## config.mk

```make
export PLATFORM = sky130hd
export DESIGN_NAME = bf_window_matcher_flat
export DESIGN_NICKNAME = d
export VERILOG_FILES = /design/src/rtl/bf_window_matcher_if.sv /design/src/rtl/bf_window_matcher.sv /design/src/flat_wrapper.sv
export SDC_FILE = /design/constraint.sdc
export NUM_CORES = 2
export LEC_CHECK = 0
export ABC_CLOCK_PERIOD_IN_PS = 9100
export CAP_MARGIN = 15
export CORE_ASPECT_RATIO = 0.75
export CORE_MARGIN = 3
export CORE_UTILIZATION = 57
export CTS_CLUSTER_DIAMETER = 30
export DETAILED_ROUTE_END_ITERATION = 8
export PLACE_DENSITY = 0.83
export SLEW_MARGIN = 20
export SYNTH_ARGS = -nofsm -noshare
export SYNTH_HDL_FRONTEND = slang
export SYNTH_SLANG_ARGS = --single-unit
```

## constraint.sdc

```tcl
create_clock -name clk -period 9.1 [get_ports clk]
set_input_delay 2.275 -clock clk [delete_from_list [all_inputs] [get_ports clk]]
set_output_delay 2.275 -clock clk [all_outputs]
set_load 0.01 [all_outputs]
```

## src/rtl/bf_window_matcher_if.sv

```systemverilog
// Bundles the scan control, template input, DRAM window read port and result
// outputs of the 7x7 template matcher.
interface bf_window_matcher_if #(
    parameter int A_WIDTH = 21,
    parameter int MASKLEN = 392,
    parameter int SAD_W   = 14
);
    logic                start;
    logic [MASKLEN-1:0]  template;
    logic                ren;
    logic [A_WIDTH-1:0]  raddr;
    logic [MASKLEN-1:0]  rdata;
    logic                busy;
    logic                done;
    logic [SAD_W-1:0]    best_sad;
    logic [A_WIDTH-1:0]  best_addr;

    modport master (
        input  start, template, rdata,
        output ren, raddr, busy, done, best_sad, best_addr
    );

    modport slave (
        output start, template, rdata,
        input  ren, raddr, busy, done, best_sad, best_addr
    );
endinterface

```

## src/rtl/bf_window_matcher.sv

```systemverilog
// Brute-force 7x7 SAD template matcher: walks every window position in raster
// order through the DRAM window port and keeps the earliest minimum-SAD address.
module bf_window_matcher #(
    parameter int D_WIDTH = 8,
    parameter int A_WIDTH = 21,
    parameter int MASKLEN = 392,
    parameter int IMG_W   = 1280,
    parameter int IMG_H   = 720,
    parameter int WIN     = 7,
    parameter int SAD_W   = 14
) (
    input  logic                 clk,
    input  logic                 rst,
    bf_window_matcher_if.master  bus
);

    localparam int unsigned NPIX = WIN * WIN;
    localparam int X_W = $clog2(IMG_W);
    localparam logic [X_W-1:0]     X_LAST   = X_W'(IMG_W - WIN);
    localparam logic [A_WIDTH-1:0] ROW_LAST = A_WIDTH'((IMG_H - WIN) * IMG_W);
    localparam logic [A_WIDTH-1:0] ROW_STEP = A_WIDTH'(IMG_W);

    typedef enum logic [1:0] {IDLE, SCAN, DRAIN, DONE} state_t;

    state_t               state;
    logic [X_W-1:0]       x;
    logic [A_WIDTH-1:0]   row_base;

    logic                 v0, v1, v2;
    logic [A_WIDTH-1:0]   tag0, tag1, tag2;
    logic [D_WIDTH-1:0]   ad [NPIX];
    logic [SAD_W-1:0]     sum;
    logic [SAD_W-1:0]     sum_next;

    // Valid bits and address tags travel with the data so P3 ignores idle rdata.
    always_ff @(posedge clk or posedge rst) begin
        if (rst) begin
            v0   <= 1'b0;
            v1   <= 1'b0;
            v2   <= 1'b0;
            tag0 <= '0;
            tag1 <= '0;
            tag2 <= '0;
        end else begin
            v0   <= bus.ren;
            tag0 <= bus.raddr;
            v1   <= v0;
            tag1 <= tag0;
            v2   <= v1;
            tag2 <= tag1;
        end
    end

    always_ff @(posedge clk) begin
        for (int unsigned k = 0; k < NPIX; k++) begin
            ad[k] <= (bus.rdata[MASKLEN-1-D_WIDTH*k -: D_WIDTH] > bus.template[MASKLEN-1-D_WIDTH*k -: D_WIDTH])
                   ? bus.rdata[MASKLEN-1-D_WIDTH*k -: D_WIDTH] - bus.template[MASKLEN-1-D_WIDTH*k -: D_WIDTH]
                   : bus.template[MASKLEN-1-D_WIDTH*k -: D_WIDTH] - bus.rdata[MASKLEN-1-D_WIDTH*k -: D_WIDTH];
        end
        sum <= sum_next;
    end

    always_comb begin
        sum_next = '0;
        for (int unsigned k = 0; k < NPIX; k++) begin
            sum_next = sum_next + SAD_W'(ad[k]);
        end
    end

    always_ff @(posedge clk or posedge rst) begin
        if (rst) begin
            state         <= IDLE;
            x             <= '0;
            row_base      <= '0;
            bus.ren       <= 1'b0;
            bus.raddr     <= '0;
            bus.busy      <= 1'b0;
            bus.done      <= 1'b0;
            bus.best_sad  <= '1;
            bus.best_addr <= '0;
        end else begin
            bus.done <= 1'b0;
            if (v2 && (sum < bus.best_sad)) begin
                bus.best_sad  <= sum;
                bus.best_addr <= tag2;
            end
            case (state)
                IDLE: begin
                    if (bus.start) begin
                        x             <= '0;
                        row_base      <= '0;
                        bus.raddr     <= '0;
                        bus.ren       <= 1'b1;
                        bus.busy      <= 1'b1;
                        bus.best_sad  <= '1;
                        bus.best_addr <= '0;
                        state         <= SCAN;
                    end
                end
                SCAN: begin
                    if (x == X_LAST && row_base == ROW_LAST) begin
                        bus.ren <= 1'b0;
                        state   <= DRAIN;
                    end else if (x == X_LAST) begin
                        x         <= '0;
                        row_base  <= row_base + ROW_STEP;
                        bus.raddr <= row_base + ROW_STEP;
                    end else begin
                        x         <= x + X_W'(1);
                        bus.raddr <= bus.raddr + A_WIDTH'(1);
                    end
                end
                DRAIN: begin
                    // Once P0 and P1 are empty the last position is committing in P3 this edge.
                    if (!v0 && !v1) begin
                        bus.done <= 1'b1;
                        state    <= DONE;
                    end
                end
                DONE: begin
                    bus.busy <= 1'b0;
                    state    <= IDLE;
                end
                default: state <= IDLE;
            endcase
        end
    end

endmodule

```

## src/flat_wrapper.sv

```systemverilog
// flat-port wrapper written by rule: the top's interface ports become plain ports
module bf_window_matcher_flat 
#(
    parameter int D_WIDTH = 8,
    parameter int A_WIDTH = 21,
    parameter int MASKLEN = 392,
    parameter int IMG_W   = 1280,
    parameter int IMG_H   = 720,
    parameter int WIN     = 7,
    parameter int SAD_W   = 14
)
  (clk, rst, bus_start, bus_template, bus_rdata, bus_ren, bus_raddr, bus_busy, bus_done, bus_best_sad, bus_best_addr);
  bf_window_matcher_if #(.A_WIDTH(A_WIDTH), .MASKLEN(MASKLEN), .SAD_W(SAD_W)) bus_i ();
  input  logic clk;
  input  logic rst;
  input wire logic [$bits(bus_i.start)-1:0] bus_start;
  input wire logic [$bits(bus_i.template)-1:0] bus_template;
  input wire logic [$bits(bus_i.rdata)-1:0] bus_rdata;
  output wire logic [$bits(bus_i.ren)-1:0] bus_ren;
  output wire logic [$bits(bus_i.raddr)-1:0] bus_raddr;
  output wire logic [$bits(bus_i.busy)-1:0] bus_busy;
  output wire logic [$bits(bus_i.done)-1:0] bus_done;
  output wire logic [$bits(bus_i.best_sad)-1:0] bus_best_sad;
  output wire logic [$bits(bus_i.best_addr)-1:0] bus_best_addr;
  assign bus_i.start = bus_start;
  assign bus_i.template = bus_template;
  assign bus_i.rdata = bus_rdata;
  assign bus_ren = bus_i.ren;
  assign bus_raddr = bus_i.raddr;
  assign bus_busy = bus_i.busy;
  assign bus_done = bus_i.done;
  assign bus_best_sad = bus_i.best_sad;
  assign bus_best_addr = bus_i.best_addr;
  bf_window_matcher #(.D_WIDTH(D_WIDTH), .A_WIDTH(A_WIDTH), .MASKLEN(MASKLEN), .IMG_W(IMG_W), .IMG_H(IMG_H), .WIN(WIN), .SAD_W(SAD_W)) u_core (.clk(clk), .rst(rst), .bus(bus_i));
endmodule
```

==> flow_summary_export.csv <==
group,metric,value,unit
clock_network,insertion_delay,0.70,ns
sta,grt_setup_unrepaired,"false",
setup_path,slowest_delay,0.51,ns
global_route,grt_pass1_wl,272100,um
drt,via_per_inst,5.506,
setup_path,path_delay_family,"adder cells",
layout,nNetsFinal,9287,
sta,finalHoldViolCount,0,
global_route,overflow,0,
sta,final.min_clock_period,8.116,ns
drt,firstDrtPassIters,8,
sta,setup_viol,0,
setup_path,cp.arrival,8.72,ns
setup_path,path_class,"reg -> reg",
clock_network,clock-sinks,557,
sta,relSlewSlack,0.2781,
clock_network,cts_tree,"yes",
outcome,status,"completed",
setup_path,cp_max_fo,3,
setup_path,crit_path_end_kind,"flop",
floorplan,die_area,0.1034,sq mm
floorplan,start_util,0.5789,
layout,stdcell_count,8672,
layout,final_common_cell,"inv_1",
sta,skew,0.03964,ns
setup_path,regToRegEndpoint,"u_core.sum[13]",
setup_path,crit_top_cell,"fa_1",
min_path,whs_endpoint,"u_core.tag2[13]",
setup_path,critPathBufInv,5,
clock_network,cts_inserted_buffers,100,
clock_network,post_cts_buffers,0,
global_route,grt_use_total,0.3384,
logic_synthesis,syn_area,0.05672,sq mm
drt,num_vias,47747,
setup_path,r2r_slack,0.98,ns
clock_network,cts.path.max_buffers,3,
logic_synthesis,async_flop_share,0.2711,
sta,finalCritPeriodShare,0.8918,
drt,ant_nets,0,
logic_synthesis,synth_edf_count,0,
global_route,grt_max_degree,106,
logic_synthesis,ys.flop_type,"dfxtp_1",
setup_path,critPathRequiredTime,9.71,ns
setup_path,r2r_start,"u_core.ad[0][0]",
global_route,antenna_found_initial,62,
layout,final_cell_mix,"inv_1 (1500), clkdlybuf4s50_1 (845), ha_1 (815)",
place,dp_hpwl,152100,um
flow_run,drv_cap,0,
drt,wl_per_cell,20.65,um
clock_network,holdBufCountCts,0,
setup_path,crit_slowest_cell,"fa_1",
layout,postLayoutCoreUtil,0.7183,
logic_synthesis,yosys_warnings,0,
sta,fmax,123.2,MHz
sta,whs,0.3425,ns
clock_network,cts_resized,0,
place,place.gp.congestion,0.9977,
sta,slew_viol_final,0,
min_path,min_path_type,"reg -> reg",
sta,setup_tns,0,ns
drt,wl,179100,um
floorplan,core_area,0.09798,sq mm
drt,drtIter0Drc,3735,
min_path,worstHoldStart,"u_core.tag1[13]",
clock_network,h-tree-depth,3,
clock_network,clk_pin_slew,0.07,ns
min_path,hold_depth,0,
setup_path,cp-start-kind,"flop",
logic_synthesis,syn_avg_cell_area,8.969,sq um
floorplan,rows,99,
place,place.port_buffers,845,
clock_network,cts-root-buf,"clkbuf_16",
place,dpl.cell_count,8434,
logic_synthesis,synthCells,6324,
sta,tightest_slew,1.083,ns
floorplan,fp.dieH,279.2,um
setup_path,critPathLaunch,"u_core.ad[0][0]",
drt,drc,0,
logic_synthesis,ys_seq_area_frac,0.2102,
logic_synthesis,synth_seq_cells,557,
floorplan,dieWidth,370.2,um
logic_synthesis,ys_types,75,
logic_synthesis,synthesis.nets,8388,
setup_path,r2r_cells,29,
layout,drive_gt1_frac,0.04486,
global_route,grt_pass1_vias,48135,
floorplan,ios,846,
layout,area_growth_syn_to_layout,24.08,%
-- flip-flops by register name, indices dropped and copies added (netlist names) --
name and count:
u_core.bus.raddr 21, u_core.x 11, u_core.sum 14, u_core.v0 1, u_core.bus.best_addr 21, u_core.bus.done 1
u_core.state 2, u_core.v2 1, u_core.tag2 21, u_core.row_base 13, u_core.bus.ren 1, u_core.tag1 21
u_core.bus.best_sad 14, u_core.tag0 21, u_core.bus.busy 1, u_core.v1 1, u_core.ad 392
-- worst max path at each step --
stage                           endpoint  depth (start not counted)
after floorplan           u_core.sum[12]                         26
after global placement    u_core.sum[12]                         26
after detailed placement  u_core.sum[12]                         26
after CTS                 u_core.sum[13]                         29
after global routing      u_core.sum[13]                         29
final                     u_core.sum[13]                         29
-- area by class of cell --
class | instances | area [sq um]
diodes | 48 | 120.1
clock buffers | 110 | 2581
clock inverters | 80 | 970.9
fillers | 7432 | 27600
inverters | 1501 | 5639
multi-input cells | 4193 | 38850
flip-flops and latches | 557 | 11920
well taps | 1313 | 1643
repair buffers | 870 | 8646
-- logic make-up (layout without fill, tap and decap cells) --
group                    Yosys count  after routing  share of synthesized area
buffers and inverters           1574           2561                     0.1052
AO/OA/AOI/OAI                   1334           1334                     0.1529
adder cells (fa/ha/maj)         1277           1277                     0.3429
AND/OR/NAND/NOR                  964            964                    0.08555
flip-flops                       557            557                     0.2102
multiplexers                     314            314                    0.05636
XOR/XNOR                         304            304                    0.04694
other                              0             48                          0
-- through the flow --
step	instance area, sq um	setup WS [ns]
after floorplan	56720	1.662
after global placement	66690	1.325
after detailed placement	66690	1.114
after CTS	70240	1.037
after global routing	70360	0.6179
final	70380	0.9842
-- per-layer routing --
| metal | wire [um] | up-vias | track usage |
|---|---|---|---|
| met4 | 6708 | 28 | 0.1262 |
| li1 | - | 22406 | - |
| met3 | 14050 | 339 | 0.07265 |
| met5 | 191 | - | 0 |
| met2 | 82590 | 1887 | 0.5421 |
| met1 | 75550 | 23087 | 0.4505 |
-- Yosys cell counts, types with 34 or more instances --
library cell  count  area (sq um)
a21o_1          142          1066
nand2b_1        129         807.0
o211ai_1         64         480.5
nor2_1          255         957.2
dfrtp_1         137          3428
nand4_1          51         319.1
o21bai_1         42         315.3
a21oi_1         376          1882
nand3_1          75         375.4
a21boi_0         34         255.2
nor3_1           79         395.4
xor2_1          160          1401
inv_1          1501          5634
buf_2            45         225.2
mux2_2           43         484.2
nor2b_1         134         838.3
a211oi_1         62         465.5
nand2_1         165         619.3
o21ai_0         337          1687
a211o_1          57         499.2
xnor2_1         144          1261
mux2i_1         271          2713
dfxtp_1         406          8128
fa_1            462          9249
ha_1            815         10200
Power is not shown: default switching activity piles up to over one toggle a cycle in this logic, so the estimate is an artifact.
